### src/rtl/mc_control_fsm.sv
// rtl/mc_control_fsm.sv - multi-cycle processor control FSM (optional halt: MC_CTRL_HALT_EN)
module mc_control_fsm #(
  parameter int MEM_LATENCY = 4
) (
  input  logic        clk,
  input  logic        reset,
  input  logic [6:0]  opcode,
  input  logic [31:0] x17_val,
  input  logic        bcond,
  output logic        pc_write,
  output logic        ir_write,
  output logic        i_or_d,
  output logic        mem_read,
  output logic        mem_write,
  output logic        reg_write,
  output logic [1:0]  wb_sel,
  output logic        alu_src_a,
  output logic [1:0]  alu_src_b,
  output logic [1:0]  alu_op,
  output logic        pc_source,
  output logic        is_ecall,
  output logic        halted,
  output logic [2:0]  state
);

  localparam logic [2:0] S_IF     = 3'd0;
  localparam logic [2:0] S_ID     = 3'd1;
  localparam logic [2:0] S_EX     = 3'd2;
  localparam logic [2:0] S_MEM    = 3'd3;
  localparam logic [2:0] S_WB     = 3'd4;
  localparam logic [2:0] S_PC_INC = 3'd5;
  localparam logic [2:0] S_JUMP   = 3'd6;
  localparam logic [2:0] S_HALT   = 3'd7;

  localparam logic [6:0] OP_R     = 7'b0110011;
  localparam logic [6:0] OP_I     = 7'b0010011;
  localparam logic [6:0] OP_LOAD  = 7'b0000011;
  localparam logic [6:0] OP_STORE = 7'b0100011;
  localparam logic [6:0] OP_JAL   = 7'b1101111;
  localparam logic [6:0] OP_JALR  = 7'b1100111;
  localparam logic [6:0] OP_BR    = 7'b1100011;
  localparam logic [6:0] OP_SYS   = 7'b1110011;

  // Final beat of a memory phase; cnt counts 0..MEM_LATENCY-1.
  localparam logic [3:0] LAST_BEAT = 4'(MEM_LATENCY - 1);

  logic [2:0] state_q;
  logic [2:0] next_state;
  logic [3:0] cnt;
  logic       last_beat;
  logic       halt_req;
  logic       is_jump_link;

  assign last_beat    = (cnt == LAST_BEAT);
  assign is_ecall     = (opcode == OP_SYS);
  assign is_jump_link = (opcode == OP_JAL) || (opcode == OP_JALR);
  assign state        = state_q;

`ifdef MC_CTRL_HALT_EN
  logic halted_q;

  assign halt_req = (x17_val == 32'd10);
  assign halted   = halted_q;

  // Halted flag follows entry into HALT and holds until reset.
  always_ff @(posedge clk) begin
    if (reset) halted_q <= 1'b0;
    else       halted_q <= (next_state == S_HALT);
  end
`else
  logic unused_x17;

  assign unused_x17 = ^x17_val;
  assign halt_req   = 1'b0;
  assign halted     = 1'b0;
`endif

  // State register and memory-phase latency counter; cnt is zero whenever a phase is entered.
  always_ff @(posedge clk) begin
    if (reset) begin
      state_q <= S_IF;
      cnt     <= 4'd0;
    end else begin
      state_q <= next_state;
      if ((state_q == S_IF || state_q == S_MEM) && !last_beat) cnt <= cnt + 4'd1;
      else                                                     cnt <= 4'd0;
    end
  end

  // Next-state and per-state control decode; strobes are forced low while reset is held.
  always_comb begin
    next_state = state_q;
    pc_write   = 1'b0;
    ir_write   = 1'b0;
    i_or_d     = 1'b0;
    mem_read   = 1'b0;
    mem_write  = 1'b0;
    reg_write  = 1'b0;
    wb_sel     = 2'b00;
    alu_src_a  = 1'b0;
    alu_src_b  = 2'b00;
    alu_op     = 2'b00;
    pc_source  = 1'b0;

    case (state_q)
      S_IF: begin
        mem_read = 1'b1;
        if (last_beat) begin
          ir_write   = 1'b1;
          next_state = S_ID;
        end
      end

      S_ID: begin
        alu_src_b = 2'b10;
        if (is_ecall) next_state = halt_req ? S_HALT : S_PC_INC;
        else          next_state = S_EX;
      end

      S_EX: begin
        case (opcode)
          OP_R: begin
            alu_src_a  = 1'b1;
            alu_op     = 2'b10;
            next_state = S_WB;
          end
          OP_I: begin
            alu_src_a  = 1'b1;
            alu_src_b  = 2'b10;
            alu_op     = 2'b10;
            next_state = S_WB;
          end
          OP_LOAD, OP_STORE: begin
            alu_src_a  = 1'b1;
            alu_src_b  = 2'b10;
            next_state = S_MEM;
          end
          OP_JAL: begin
            alu_src_b  = 2'b10;
            next_state = S_WB;
          end
          OP_JALR: begin
            alu_src_a  = 1'b1;
            alu_src_b  = 2'b10;
            next_state = S_WB;
          end
          OP_BR: begin
            alu_src_a  = 1'b1;
            alu_op     = 2'b01;
            next_state = bcond ? S_JUMP : S_PC_INC;
          end
          default: next_state = S_PC_INC;
        endcase
      end

      S_MEM: begin
        i_or_d    = 1'b1;
        mem_read  = (opcode == OP_LOAD);
        mem_write = (opcode == OP_STORE);
        if (last_beat) next_state = (opcode == OP_LOAD) ? S_WB : S_PC_INC;
      end

      S_WB: begin
        reg_write = 1'b1;
        if (opcode == OP_LOAD)  wb_sel = 2'b01;
        else if (is_jump_link)  wb_sel = 2'b10;
        next_state = is_jump_link ? S_JUMP : S_PC_INC;
      end

      S_PC_INC: begin
        alu_src_b  = 2'b01;
        pc_write   = 1'b1;
        next_state = S_IF;
      end

      S_JUMP: begin
        pc_write   = 1'b1;
        pc_source  = 1'b1;
        next_state = S_IF;
      end

      default: next_state = S_HALT;
    endcase

    if (reset) begin
      pc_write  = 1'b0;
      ir_write  = 1'b0;
      mem_read  = 1'b0;
      mem_write = 1'b0;
      reg_write = 1'b0;
    end
  end

endmodule

### config.mk
export PLATFORM = sky130hd
export DESIGN_NAME = mc_control_fsm
export DESIGN_NICKNAME = d
export VERILOG_FILES = /design/src/rtl/mc_control_fsm.sv
export SDC_FILE = /design/constraint.sdc
export NUM_CORES = 1
export LEC_CHECK = 0
export ABC_AREA = 1
export BUFFER_PORTS_ARGS = -buffer_cell sky130_fd_sc_hd__buf_2
export CELL_PAD_IN_SITES_DETAIL_PLACEMENT = 2
export CELL_PAD_IN_SITES_GLOBAL_PLACEMENT = 2
export CORE_MARGIN = 2
export CORE_UTILIZATION = 17
export DETAILED_ROUTE_END_ITERATION = 16
export PLACE_DENSITY = 0.88
export SLEW_MARGIN = 10
export SYNTH_ARGS = -nofsm -noshare
export SYNTH_HDL_FRONTEND = slang
export SYNTH_SLANG_ARGS = --single-unit
### constraint.sdc
create_clock -name clk -period 3.5 [get_ports clk]
set_clock_uncertainty 0.05 [all_clocks]
set_input_delay 0.7 -clock clk [delete_from_list [all_inputs] [get_ports clk]]
set_output_delay 0.7 -clock clk [all_outputs]
set_load 0.01 [all_outputs]
==> flow_summary.toml <==
[sta]
fmax_mhz = 416
final-hold-violation-count = 0
post-route-min-period_ns = 2.40
setup_tns_ns = 0
period_share_pct = 68.7
setup_viol = 0
grt_setup_unrepaired = "no"
fin_ws_ns = 1.10
drv_slew = 0

[route]
routed_wl_um = 2220
wl_per_cell_um = 11.7
drt_iter0_drc = 32
via_per_inst = 4.18
drcViolationCount = 0
via_count = 794
final_antenna_net_count = 0
drtPass1Iterations = 4

[worst_setup_path]
crit_path_max_fanout = 4
critPathArrivalTime_ns = 1.65
critPathRequiredTime_ns = 2.75
end_kind = "output pin"
crit_type = "primary input to output pin"
reg2reg_to = "state[0]"
critPathLaunchType = "primary input"
rr_worst_depth = 9
r2r_slack_ns = 2.16
timing.rr.start = "state[1]"

[power]
internal_power_mw = 0.267
power.share.sequential_pct = 27.2
switching_share_pct = 44.0
p_leak_nw = 0.483
power.density_nw_per_um2 = 514
vdd_drop_max_mv = 0.132
pwr-share-comb_pct = 49.1
p_clk_share_pct = 23.7
power_switching_mw = 0.210

[floorplanning]
die-area_um2 = 4600
start_util_pct = 17.5
core_um2 = 3970
die_height_um = 67.9
ios = 61
dieWidth_um = 67.9
rows = 23

[place]
post_dp_cell_area_um2 = 883
hpwl_um = 1950
place.gp.congestion = 0.705
dp_slack_ns = 1.08
place.port_buffers = 27

[hold_path]
hold_path.class = "register to register"
min_to = "cnt[0]"
hold_start = "cnt[0]"
holdPathStages = 1

[clock_tree]
htreeDepth = 1
numCtsBuffers = 3
cts_tree = "yes"
clk_path_buf_depth = 2
cts_resized = 0
clk-insertion-delay-late_ns = 0.23
post-cts-setup-buffers = 0
cts.sinks = 7
hold_buffers = 0
clk_pin_slew_ns = 0.04
cts.root.buffer_cell = "clkbuf_8"

[run]
max-cap-violations = 0

[synthesis]
yosys-top-cells-count = "21 x nand2_1, 15 x inv_1, 12 x nor2_1"
ys_ff_latch = 7
synth_area_per_cell_um2 = 6.30
ys_types = 31
synth_cells = 110
yosysTopAreaCell = "dfxtp_1"
synth_top_area_share_pct = 20.2
syn-num-nets = 153
synth_edf_count = 0
synthTopCellsByArea = "dfxtp_1 20%, nand2_1 11%, inv_1 8.1%, nor2_1 6.5%, nor2_4 6.5%"
synthArstFlopShare_pct = 0
yosysMostFrequentCell = "nand2_1"
yosys_warnings = 0
seq_area_frac_synth_pct = 20.2
syn_area_um2 = 693
synth-main-ff-cell = "dfxtp_1"

[global_routing]
grt_use_total_pct = 10.7
first_global_vias = 829
gr-usage-met1_pct = 12.5
grt.met3_usage_pct = 3.95
antenna_found_initial = 0
grt_pass1_wl_um = 3640
grt_max_degree = 8
use_met2_pct = 18.5
top_usage_layer = "met2"
gr-total-overflow = 0

[finish]
antenna_cells = 0
drive_above_1_share_pct = 42.9
nNetsFinal = 184
stdcell_area_um2 = 928
area_delta_synth_final_pct = 33.9
fin_util_pct = 23.4

[status]
status = "finished, final reports clean"
metrics by stage:
stage	cells	hold WS (ns)	total power, mW
floorplan	110	0.377	0.299
global placement	186	0.390	0.359
detailed placement	186	0.395	0.370
CTS	190	0.408	0.493
global route	190	0.423	0.526
finish	190	0.405	0.477
state kept, by name (all words and copies together), names as in the netlist:
| name | cells |
|---|---|
| cnt | 4 |
| state | 3 |
metal layers:
metal  share of wire [%]  wire [um]  up-vias
li1                    -          -      402
met1                  44        986      372
met2                  50       1110       18
met3                 5.3        117        2
met4                0.32          7        0
met5                   0          0        -
power by group through the flow:
stage / clock [mW] / combinational [mW] / sequential, mW
6_report: 0.113 / 0.234 / 0.130
3_5_place_dp: 0 / 0.239 / 0.131
4_1_cts: 0.120 / 0.243 / 0.130
3_3_place_gp: 0 / 0.230 / 0.129
2_1_floorplan: 0 / 0.170 / 0.129
5_1_grt: 0.125 / 0.269 / 0.132
how the worst max path moves through the flow:
stage          startpoint           end  slack [ns]  depth (start not counted)
5_1_grt         opcode[1]  alu_src_b[1]        0.94                          8
3_3_place_gp    opcode[1]  alu_src_b[1]        1.09                          8
3_5_place_dp    opcode[1]  alu_src_b[1]        1.08                          8
4_1_cts         opcode[1]  alu_src_b[1]        1.07                          8
6_report        opcode[1]  alu_src_b[1]        1.10                          8
2_1_floorplan   opcode[1]     mem_write        1.34                          4
cell type report:
| cell class | instances | area, um2 |
|---|---|---|
| inverters | 23 | 88.8 |
| fillers | 498 | 3040 |
| clock buffers | 4 | 45.0 |
| repair buffers | 27 | 135 |
| multi-input cells | 79 | 457 |
| well taps | 50 | 62.6 |
| flip-flops and latches | 7 | 140 |
cell families after synthesis:
| group | synth area share, % |
|---|---|
| simple gates | 50.9 |
| buf+inv | 13.9 |
| compound gates | 11.4 |
| flops | 20.2 |
| xor+xnor | 1.26 |
| fa+ha+maj | 1.80 |
| other cells | 0.541 |
placed cells by master (no fill, tap or decap), drive strengths merged, types with 2 or more instances in the layout:
| master | count |
|---|---|
| a21oi | 4 |
| buf | 27 |
| clkbuf | 4 |
| dfxtp | 7 |
| inv | 22 |
| nand2 | 29 |
| nand3 | 7 |
| nand4 | 2 |
| nor2 | 21 |
| nor3 | 3 |
| o21ai | 3 |
critical path, cell delays in order:
cell and delay [ns]:
buf_2 0.07, nand2_1 0.11, inv_1 0.10, nand4_1 0.16, o21ai_0 0.20, o21ai_0 0.11
nand2_1 0.07, buf_2 0.13
(Power assumes the default switching activity.)
